===== config.mk =====
export PLATFORM = sky130hd
export DESIGN_NAME = sl_ahb_rom_ctrl
export DESIGN_NICKNAME = d
export VERILOG_FILES = /design/src/rtl/sl_ahb_rom_ctrl.sv
export SDC_FILE = /design/constraint.sdc
export NUM_CORES = 1
export LEC_CHECK = 0
export CAP_MARGIN = 20
export CELL_PAD_IN_SITES_DETAIL_PLACEMENT = 1
export CELL_PAD_IN_SITES_GLOBAL_PLACEMENT = 1
export CORE_MARGIN = 8
export CORE_UTILIZATION = 26
export DETAILED_ROUTE_END_ITERATION = 8
export PLACE_DENSITY_LB_ADDON = 0.1
export REMOVE_ABC_BUFFERS = 1
export SLEW_MARGIN = 40
export SYNTH_ARGS = -nofsm -noshare
export SYNTH_HDL_FRONTEND = slang
export SYNTH_SLANG_ARGS = --single-unit

===== constraint.sdc =====
create_clock -name HCLK -period 7.4 [get_ports HCLK]
set_input_delay 1.48 -clock HCLK [delete_from_list [all_inputs] [get_ports HCLK]]
set_output_delay 1.48 -clock HCLK [all_outputs]
set_load 0.005 [all_outputs]

===== src/rtl/sl_ahb_rom_ctrl.sv =====
// ---------------------------------------------------------------------------
// sl_ahb_rom_ctrl
//
// AHB-Lite read-only slave in front of a synchronous ROM macro. A single-line
// read buffer holds the last ROM word fetched. Reads that hit the line finish
// with zero wait states. Reads that miss fetch the word over the ROM port,
// which has a configurable latency. Writes and transfers wider than 32 bits
// get a two-cycle ERROR response. Two saturating counters record read hits
// and read misses.
//
// Ports
//   HCLK, HRESET     clock, asynchronous active-high reset
//   HSEL, HREADY,    AHB-Lite address-phase inputs
//   HTRANS, HSIZE,
//   HWRITE, HADDR
//   HWDATA           write data, not used (the ROM cannot be written)
//   HREADYOUT, HRESP AHB-Lite data-phase response, registered
//   HRDATA           read data, registered; holds until the next read completes
//   ROM_CS           one-cycle read strobe to the ROM
//   ROM_ADDR         ROM word address, held after each strobe
//   ROM_RDATA        ROM word, valid RD_LAT cycles after ROM_CS
//   INVALIDATE       pulse that clears the line buffer on the next edge
//   HIT_CNT          saturating read-hit counter
//   MISS_CNT         saturating read-miss counter
// ---------------------------------------------------------------------------
module sl_ahb_rom_ctrl #(
  parameter int ADDR_W     = 14,
  parameter int SYS_DATA_W = 32,
  parameter int ROM_DATA_W = 64,
  parameter int RD_LAT     = 1,
  parameter int CNT_W      = 16
) (
  input  logic                                     HCLK,
  input  logic                                     HRESET,
  input  logic                                     HSEL,
  input  logic                                     HREADY,
  input  logic [1:0]                               HTRANS,
  input  logic [2:0]                               HSIZE,
  input  logic                                     HWRITE,
  input  logic [ADDR_W-1:0]                        HADDR,
  input  logic [SYS_DATA_W-1:0]                    HWDATA,
  output logic                                     HREADYOUT,
  output logic                                     HRESP,
  output logic [SYS_DATA_W-1:0]                    HRDATA,
  output logic                                     ROM_CS,
  output logic [ADDR_W-$clog2(ROM_DATA_W/8)-1:0]   ROM_ADDR,
  input  logic [ROM_DATA_W-1:0]                    ROM_RDATA,
  input  logic                                     INVALIDATE,
  output logic [CNT_W-1:0]                         HIT_CNT,
  output logic [CNT_W-1:0]                         MISS_CNT
);

  // Byte-offset bits that select a byte inside one ROM word.
  localparam int BYTE_BITS = $clog2(ROM_DATA_W / 8);
  // Width of a ROM word address.
  localparam int WORD_AW   = ADDR_W - BYTE_BITS;
  // Number of bus-width lanes in one ROM word.
  localparam int NLANES    = ROM_DATA_W / SYS_DATA_W;
  localparam int LANE_W    = (NLANES > 1) ? $clog2(NLANES) : 1;
  // The wait counter counts down from RD_LAT-1 to 0.
  localparam int WAIT_W    = (RD_LAT > 1) ? $clog2(RD_LAT) : 1;

  typedef enum logic [2:0] {
    IDLE,
    FETCH,
    WAIT,
    FILL,
    ERR1,
    ERR2
  } state_t;

  state_t                  state;
  logic [WAIT_W-1:0]       wait_cnt;
  logic [LANE_W-1:0]       lane_reg;
  logic [ROM_DATA_W-1:0]   line_buf;
  logic [WORD_AW-1:0]      line_tag;
  logic                    line_valid;

  logic                    accept;
  logic                    req_err;
  logic                    req_hit;
  logic [WORD_AW-1:0]      addr_word;
  logic [LANE_W-1:0]       addr_lane;

  // HWDATA is meaningless for a ROM. The byte offset inside a 32-bit lane is
  // not needed because narrow reads return the whole lane. HTRANS[0] only
  // separates SEQ from NONSEQ, and both are handled the same way.
  logic unused_ok;
  assign unused_ok = ^{HWDATA, HADDR[1:0], HTRANS[0]};

  assign addr_word = HADDR[ADDR_W-1:BYTE_BITS];

  // The lane index exists only when a ROM word is wider than the bus.
  generate
    if (NLANES > 1) begin : g_lane
      assign addr_lane = HADDR[BYTE_BITS-1:2];
    end else begin : g_nolane
      assign addr_lane = '0;
    end
  endgenerate

  // Address-phase decode. This is a valid NONSEQ/SEQ transfer addressed to us.
  // It is acted on only in states where HREADYOUT is already 1.
  assign accept  = HSEL & HREADY & HTRANS[1];
  assign req_err = HWRITE | (HSIZE > 3'd2);
  assign req_hit = line_valid & (line_tag == addr_word);

  function automatic logic [SYS_DATA_W-1:0] pick_lane(
    input logic [ROM_DATA_W-1:0] word,
    input logic [LANE_W-1:0]     lane
  );
    return word[int'(lane) * SYS_DATA_W +: SYS_DATA_W];
  endfunction

  always_ff @(posedge HCLK or posedge HRESET) begin
    if (HRESET) begin
      state      <= IDLE;
      wait_cnt   <= '0;
      lane_reg   <= '0;
      line_buf   <= '0;
      line_tag   <= '0;
      line_valid <= 1'b0;
      HREADYOUT  <= 1'b1;
      HRESP      <= 1'b0;
      HRDATA     <= '0;
      ROM_CS     <= 1'b0;
      ROM_ADDR   <= '0;
      HIT_CNT    <= '0;
      MISS_CNT   <= '0;
    end else begin
      // The strobe lasts one cycle. It is raised only on entry to FETCH.
      ROM_CS <= 1'b0;

      case (state)
        // These states drive HREADYOUT=1, so a new address phase can be
        // accepted here.
        IDLE, FILL, ERR2: begin
          if (accept) begin
            if (req_err) begin
              state     <= ERR1;
              HREADYOUT <= 1'b0;
              HRESP     <= 1'b1;
            end else if (req_hit) begin
              // Zero-wait hit. The data phase is the next cycle.
              state     <= IDLE;
              HREADYOUT <= 1'b1;
              HRESP     <= 1'b0;
              HRDATA    <= pick_lane(line_buf, addr_lane);
              if (!(&HIT_CNT)) begin
                HIT_CNT <= HIT_CNT + 1'b1;
              end
            end else begin
              state     <= FETCH;
              HREADYOUT <= 1'b0;
              HRESP     <= 1'b0;
              ROM_CS    <= 1'b1;
              ROM_ADDR  <= addr_word;
              lane_reg  <= addr_lane;
              if (!(&MISS_CNT)) begin
                MISS_CNT <= MISS_CNT + 1'b1;
              end
            end
          end else begin
            state     <= IDLE;
            HREADYOUT <= 1'b1;
            HRESP     <= 1'b0;
          end
        end

        // The strobe is on the ROM port during this cycle.
        FETCH: begin
          state    <= WAIT;
          wait_cnt <= WAIT_W'(RD_LAT - 1);
        end

        // ROM_RDATA is valid in the last WAIT cycle, RD_LAT cycles after the
        // strobe. The buffer and the bus data are both loaded on that edge.
        WAIT: begin
          if (wait_cnt == '0) begin
            state      <= FILL;
            line_buf   <= ROM_RDATA;
            line_tag   <= ROM_ADDR;
            line_valid <= 1'b1;
            HRDATA     <= pick_lane(ROM_RDATA, lane_reg);
            HREADYOUT  <= 1'b1;
          end else begin
            wait_cnt <= wait_cnt - 1'b1;
          end
        end

        ERR1: begin
          state     <= ERR2;
          HREADYOUT <= 1'b1;
          HRESP     <= 1'b1;
        end

        default: begin
          state     <= IDLE;
          HREADYOUT <= 1'b1;
          HRESP     <= 1'b0;
        end
      endcase

      // Invalidation has priority over a fill on the same edge. The captured
      // word is still returned to the bus, but it does not stay cached. A hit
      // accepted on the same edge has already loaded HRDATA from the buffer.
      if (INVALIDATE) begin
        line_valid <= 1'b0;
      end
    end
  end

endmodule

### After elaboration in Yosys (flattened, before gate mapping)

Cells that the tools add are included.

| cells by class | value |
|---|---|
| eq/ne operators | 11 |
| $add $sub $neg | 3 |
| muxes and demuxes | 26 |
| multiply operators | 0 |
| reduce and logical (&&, ||, !) cells | 15 |
| divide/modulo/power cells | 0 |
| magnitude comparators | 1 |
| bitwise logic cells | 10 |
| shift operators | 2 |

Operators by type and width:

| cell | count |
|---|---|
| $mux W32 | 4 |
| $shiftx A64 B7 Y32 | 2 |
| $pmux W32 S2 | 1 |
| $add A16 B1 Y16 const B | 2 |
| $reduce_and A16 Y1 | 2 |
| $reduce_and A5 Y1 | 3 |
| $mux W1 | 14 |
| $pmux W3 S4 | 1 |
| $eq A11 B11 Y1 | 1 |
| $ne A2 B2 Y1 const B | 5 |
| $mux W3 | 3 |
| $eq A3 B2 Y1 const B | 2 |
| $eq A3 B3 Y1 const B | 2 |
| $not A1 Y1 | 6 |
| $pmux W1 S3 | 2 |
| $reduce_and A2 Y1 | 3 |
| $reduce_bool A2 Y1 | 3 |
| $reduce_and A4 Y1 | 1 |
| $and A1 B1 Y1 | 3 |
| $eq A3 B1 Y1 const B | 1 |
| $gt A3 B2 Y1 const B | 1 |
| $logic_not A3 Y1 | 1 |
| $reduce_or A3 Y1 | 1 |
| $pmux W1 S2 | 1 |
| other kinds (3) | 3 |

| storage, ports and cells | value |
|---|---|
| bits in read-only memories | 0 |
| bits in registers | 159 |
| bits in latches | 0 |
| output and inout port bits | 78 |
| memories kept | 0 |
| logic and storage cells | 81 |
| RAM bits | 0 |

### Logic depth before layout (Yosys ltp)

| logic depth | value |
|---|---|
| depth in word-level cells | 6 |
| mapped depth | 8 |

### Worst setup path before layout

Ideal clock, no wire load.

| timing | value |
|---|---|
| path type | input to register |
| start point | input HADDR[8] |
| end point | register ROM_ADDR[0] |
| cell stages on the path | 6 |
| data required time | 7,275 ps |
| arrival | 2,779 ps |
| buffers on the path | 1 |
| path slack | 4,496 ps |
| cells stage by stage | xnor2_1 -> nand4_1 -> nor3_2 -> nand2b_2 -> buf_6 -> mux2_4 |

| on the way | value |
|---|---|
| cells in the longest elaborated chain, start to end | 4 |

RTL lines:

| item | RTL line | RTL |
|---|---|---|
| start: declaration | 40 | `input logic [ADDR_W-1:0] HADDR,` |
| $eq A11 B11 Y1 | 106 | `assign req_hit = line_valid & (line_tag == addr_word);` |
| $and A1 B1 Y1 | 106 |  |
| $not A1 Y1 (no source line) | -- |  |
| $reduce_and A4 Y1 (no source line) | -- |  |
| end signal: assignment | 157 | `ROM_ADDR <= addr_word;` |
| end: declaration | 46 | `output logic [ADDR_W-$clog2(ROM_DATA_W/8)-1:0] ROM_ADDR,` |

No other way between the ends.
A chain may end at the register's enable or synchronous reset.

### Worst setup path after layout

| timing | value |
|---|---|
| start point | input HADDR[12] |
| end point | register HRDATA[9] |

| on the way | value |
|---|---|
| cells in the longest elaborated chain, start to end | 4 |

RTL lines:

| item | RTL line | RTL |
|---|---|---|
| $eq A11 B11 Y1 | 106 |  |
| $and A1 B1 Y1 | 106 |  |
| $ne A2 B2 Y1 (no source line) | -- |  |
| $reduce_and A5 Y1 (no source line) | -- |  |
| end signal: assignment | 148 | `HRDATA <= pick_lane(line_buf, addr_lane);` |
| end signal: assignment | 184 | `HRDATA <= pick_lane(ROM_RDATA, lane_reg);` |
| end: declaration | 44 | `output logic [SYS_DATA_W-1:0] HRDATA,` |

No other way between the ends.

==> implementation parameters <==
Parameter                              Value

Status
  Status ... completed

Layout
  Area taken by flip-flops and latches ... around 0.0040 sq mm
  Register ranked first by flip-flop count ... line_buf
  Final core utilization ... 35.47%
  Number of fill cells ... between 3000 and 4000
  Number of flip-flops in the largest register ... 64
  Multi-input logic area ... 0.003441 sq mm
  Share of post-route cells with drive strength above 1 ... a little under an eighth
  Synth-to-layout area growth ... 34.24%
  Largest registers ... line_buf: 64 flops, HRDATA: 32 flops
  Nets ... between 1000 and 1500
  Count of inserted antenna diode cells ... 0

CTS
  Clock root buffer ... clkbuf_16
  Number of instances resized during post-cts repair ... 0
  Sink Count ... approximately 160
  Postcts setup bufs ... 0
  CTS HTree Levels ... 4
  Latest clock arrival within the worst-skew pair ... approximately 0.43 ns
  Clk buf depth ... 2
  CTS clock-pin slew for the worst setup and hold paths ... roughly 0.070 ns
  CTS buffer count ... 17
  CTS hold repair buffers ... 0
  CTS tree ... yes

Floorplanning
  Effective utilization at floorplan ... 26.42%
  Number of core rows ... 62
  Horizontal die dimension ... 187.0 um
  Area of the core ... about 0.029 sq mm
  I/O pin total ... just under 200
  Floorplan die area ... around 0.035 sq mm
  Die height ... around 190 um

Synth
  Async set-reset flop share out of synthesis ... 100.0%
  Number of warnings printed during yosys synthesis ... 0
  Leading cell type by number of instances after synthesis ... nand2_1
  Cell taking the most area after synthesis ... dfrtp_1
  Seq/Total Area, Yosys ... 52.02%
  Area contributors post-synth ... dfrtp_1 52%, nand2_1 12%, mux2_2 5.8%
  Number of unique standard cell types used by synthesis ... 43
  Top cell type's share of synthesized area ... 51.67%
  Most frequent cells after synthesis ... 238 x nand2_1, 157 x dfrtp_1, 39 x mux2_2
  Number of synthesized flops with an enable pin ... 0
  Total standard cell area after synthesis ... between 0.007 and 0.008 sq mm
  Post-synthesis instance total ... roughly 770
  Average cell area after synthesis ... 9.836 sq um
  Synth Flop Type ... dfrtp_1
  FF+latch count, synth ... approximately 160

Drt
  Vias after detailed routing ... between 6000 and 7000
  Number of design rule violations left after detail routing ... 0
  Average detailed-routed wire length per instance ... about 18 um
  Residual antenna-violating net count after detailed routing ... 0
  Total Routed Length ... ~24000 um
  Length of the first detailed-routing pass in iterations ... 4
  Routed vias/inst ... ~4.7
  DRT iter0 DRCs ... around 280

Setup path
  Critical path startpoint ... HADDR[12]
  Sort of element at the end of the critical path ... register
  Startpoint type of the worst setup path ... input port
  Critical path class ... in -> reg
  Data arrival time at the worst-slack endpoint ... slightly below 4 ns
  WP data required ... 7.69 ns
  Max FO, Critical Path ... 24
  Startpoint of the worst register-to-register path ... line_tag[9]

STA
  Worst slew pin tran ... approximately 0.72 ns
  Final hold vios ... 0
  Count of pins over their slew limit ... 0
  Number of endpoints failing setup at the final stage ... 0
  Relative slew slack ... between 50% and 60%
  F_max ... between 0.2 and 0.3 GHz
  Clock tree skew after final layout ... just over 0.02 ns
  Min Clock Period, post-route ... approximately 3.7 ns
  Sum Neg Setup Slack ... 0 ns
  RSZ-0062 raised after global routing ... no
  Tcrit/Tclk final ... 49.46%

Power and ir drop
  Sw power ... 1.308 mW
  Logic pwr share ... a little under two fifths
  Pwr dens ... 356.7 mW/mm^2
  Share of total power consumed by net switching ... 35.93%
  Worst IR Drop VDD ... between 0.0001 and 0.00015 V
  Relative contribution of the clock network to total power ... between 20% and 30%
  Sequential share of power ... 38.4%
  Leakage Power ... roughly 4.5 nW
  Internal power of the cells ... ~2.3 mW

Place
  Routability Congestion ... 0.6900
  DP HPWL ... between 15000 and 20000 um
  IO buf count ... about 160

Global route
  Global Route Usage Sum ... approximately 14%
  Wire length of the first global-routing pass ... about 40000 um
  Vias in the first global route ... between 6000 and 7000
  Pin count of the biggest net entering global routing ... between 80 and 90
  Gr ovfl total ... 0
  Antenna violations before repair ... 0

Min path
  Type of the worst min-delay path ... reg -> reg
  Hold path startpoint ... line_buf[31]

Run
  Number of violations of the max-capacitance limit ... 0
==> cells in the final DEF, fill, tap and decap left out, types with 2 or more instances in the layout <==
cell type          n
nand2_1          238
nand4_1           22
nor3_4             2
nor3_1             2
and4_1             3
xor2_1            12
clkdlybuf4s50_1  162
mux2i_1           33
nand3_1           17
clkbuf_16         17
dfrtp_1          156
nor4_1            13
o31ai_1           32
inv_8              4
clkbuf_8           2
a21oi_1           34
inv_1              2
buf_6              4
buf_4             10
ha_1               2
nor2_1            14
mux2_2            39
xnor2_1           28
o21ai_0            2
and3_1             6
and2_1             2
inv_6              7
o22ai_1           32
mux2_4             9
==> power groups by stage <==
stage                     registers, mW  logic [mW]  clock network, mW
final                              1.40        1.36              0.879
after global routing               1.45        1.55              0.945
after CTS                          1.41        1.41              0.911
after detailed placement           1.42        1.40                  0
after global placement             1.41        1.38                  0
after floorplan                    1.40       0.833                  0
==> cell type report <==
class,count,share of cell area (%)
clock buffers,19,4.437
clock inverters,13,1.164
inverters,3,0.1594
multi-input cells,559,33.71
flip-flops and latches,158,38.76
well taps,384,4.707
repair buffers,176,17.06
==> path summary, 6_finish.rpt <==
check	cells past startpoint	end	slack, ns
min reg2reg	2	line_buf[31]	0.47
max reg2reg	6	HRDATA[9]	4.87
min in group asynchronous	2	MISS_CNT[4]	1.46
max	7	HRDATA[9]	3.74
max in group asynchronous	3	HIT_CNT[2]	4.85
min	2	line_buf[31]	0.47
==> through the flow <==
stage	total power [mW]	setup slack (ns)	hold slack [ns]	instance area, sq um	instances
6_report	3.640	3.740	0.4711	10210	1312
5_1_grt	3.949	3.548	0.4997	10210	1312
3_5_place_dp	2.816	3.248	0.4589	9633	1280
3_3_place_gp	2.790	3.013	0.4545	9593	1278
4_1_cts	3.724	3.698	0.4764	10200	1312
2_1_floorplan	2.229	1.658	0.4401	7378	720
==> layer usage <==
| layer | part of all wire [%] | vias up | routed length (um) | GRT usage [%] |
|---|---|---|---|---|
| li1 | - | 2957 | - | - |
| met1 | 48 | 3067 | 11640 | 18.35 |
| met2 | 48 | 106 | 11580 | 23.79 |
| met3 | 3.1 | 11 | 754 | 3.262 |
| met4 | 0.67 | 0 | 161 | 2.841 |
| met5 | 0 | - | 0 | 0 |
==> critical path, cell delays in order <==
cell and delay, ns:
clkdlybuf4s50_1 0.46, xnor2_1 0.24, nand4_1 0.23, or3_1 0.70, buf_4 0.38, o31ai_1 0.33, o22ai_1 0.11
==> kinds of logic after synthesis <==
logic type                 count (synthesis)  share of synthesized area, %
xor gates and xnor gates                  41                         4.822
buffers and inverters                     56                         3.110
muxes                                     82                         12.08
and+or+nand+nor                          331                         19.17
adders and majority gates                  2                        0.3291
AOI/OAI and AO/OA                        103                         8.475
DFF                                      158                         52.02
Power figures use the tool's default switching activity.
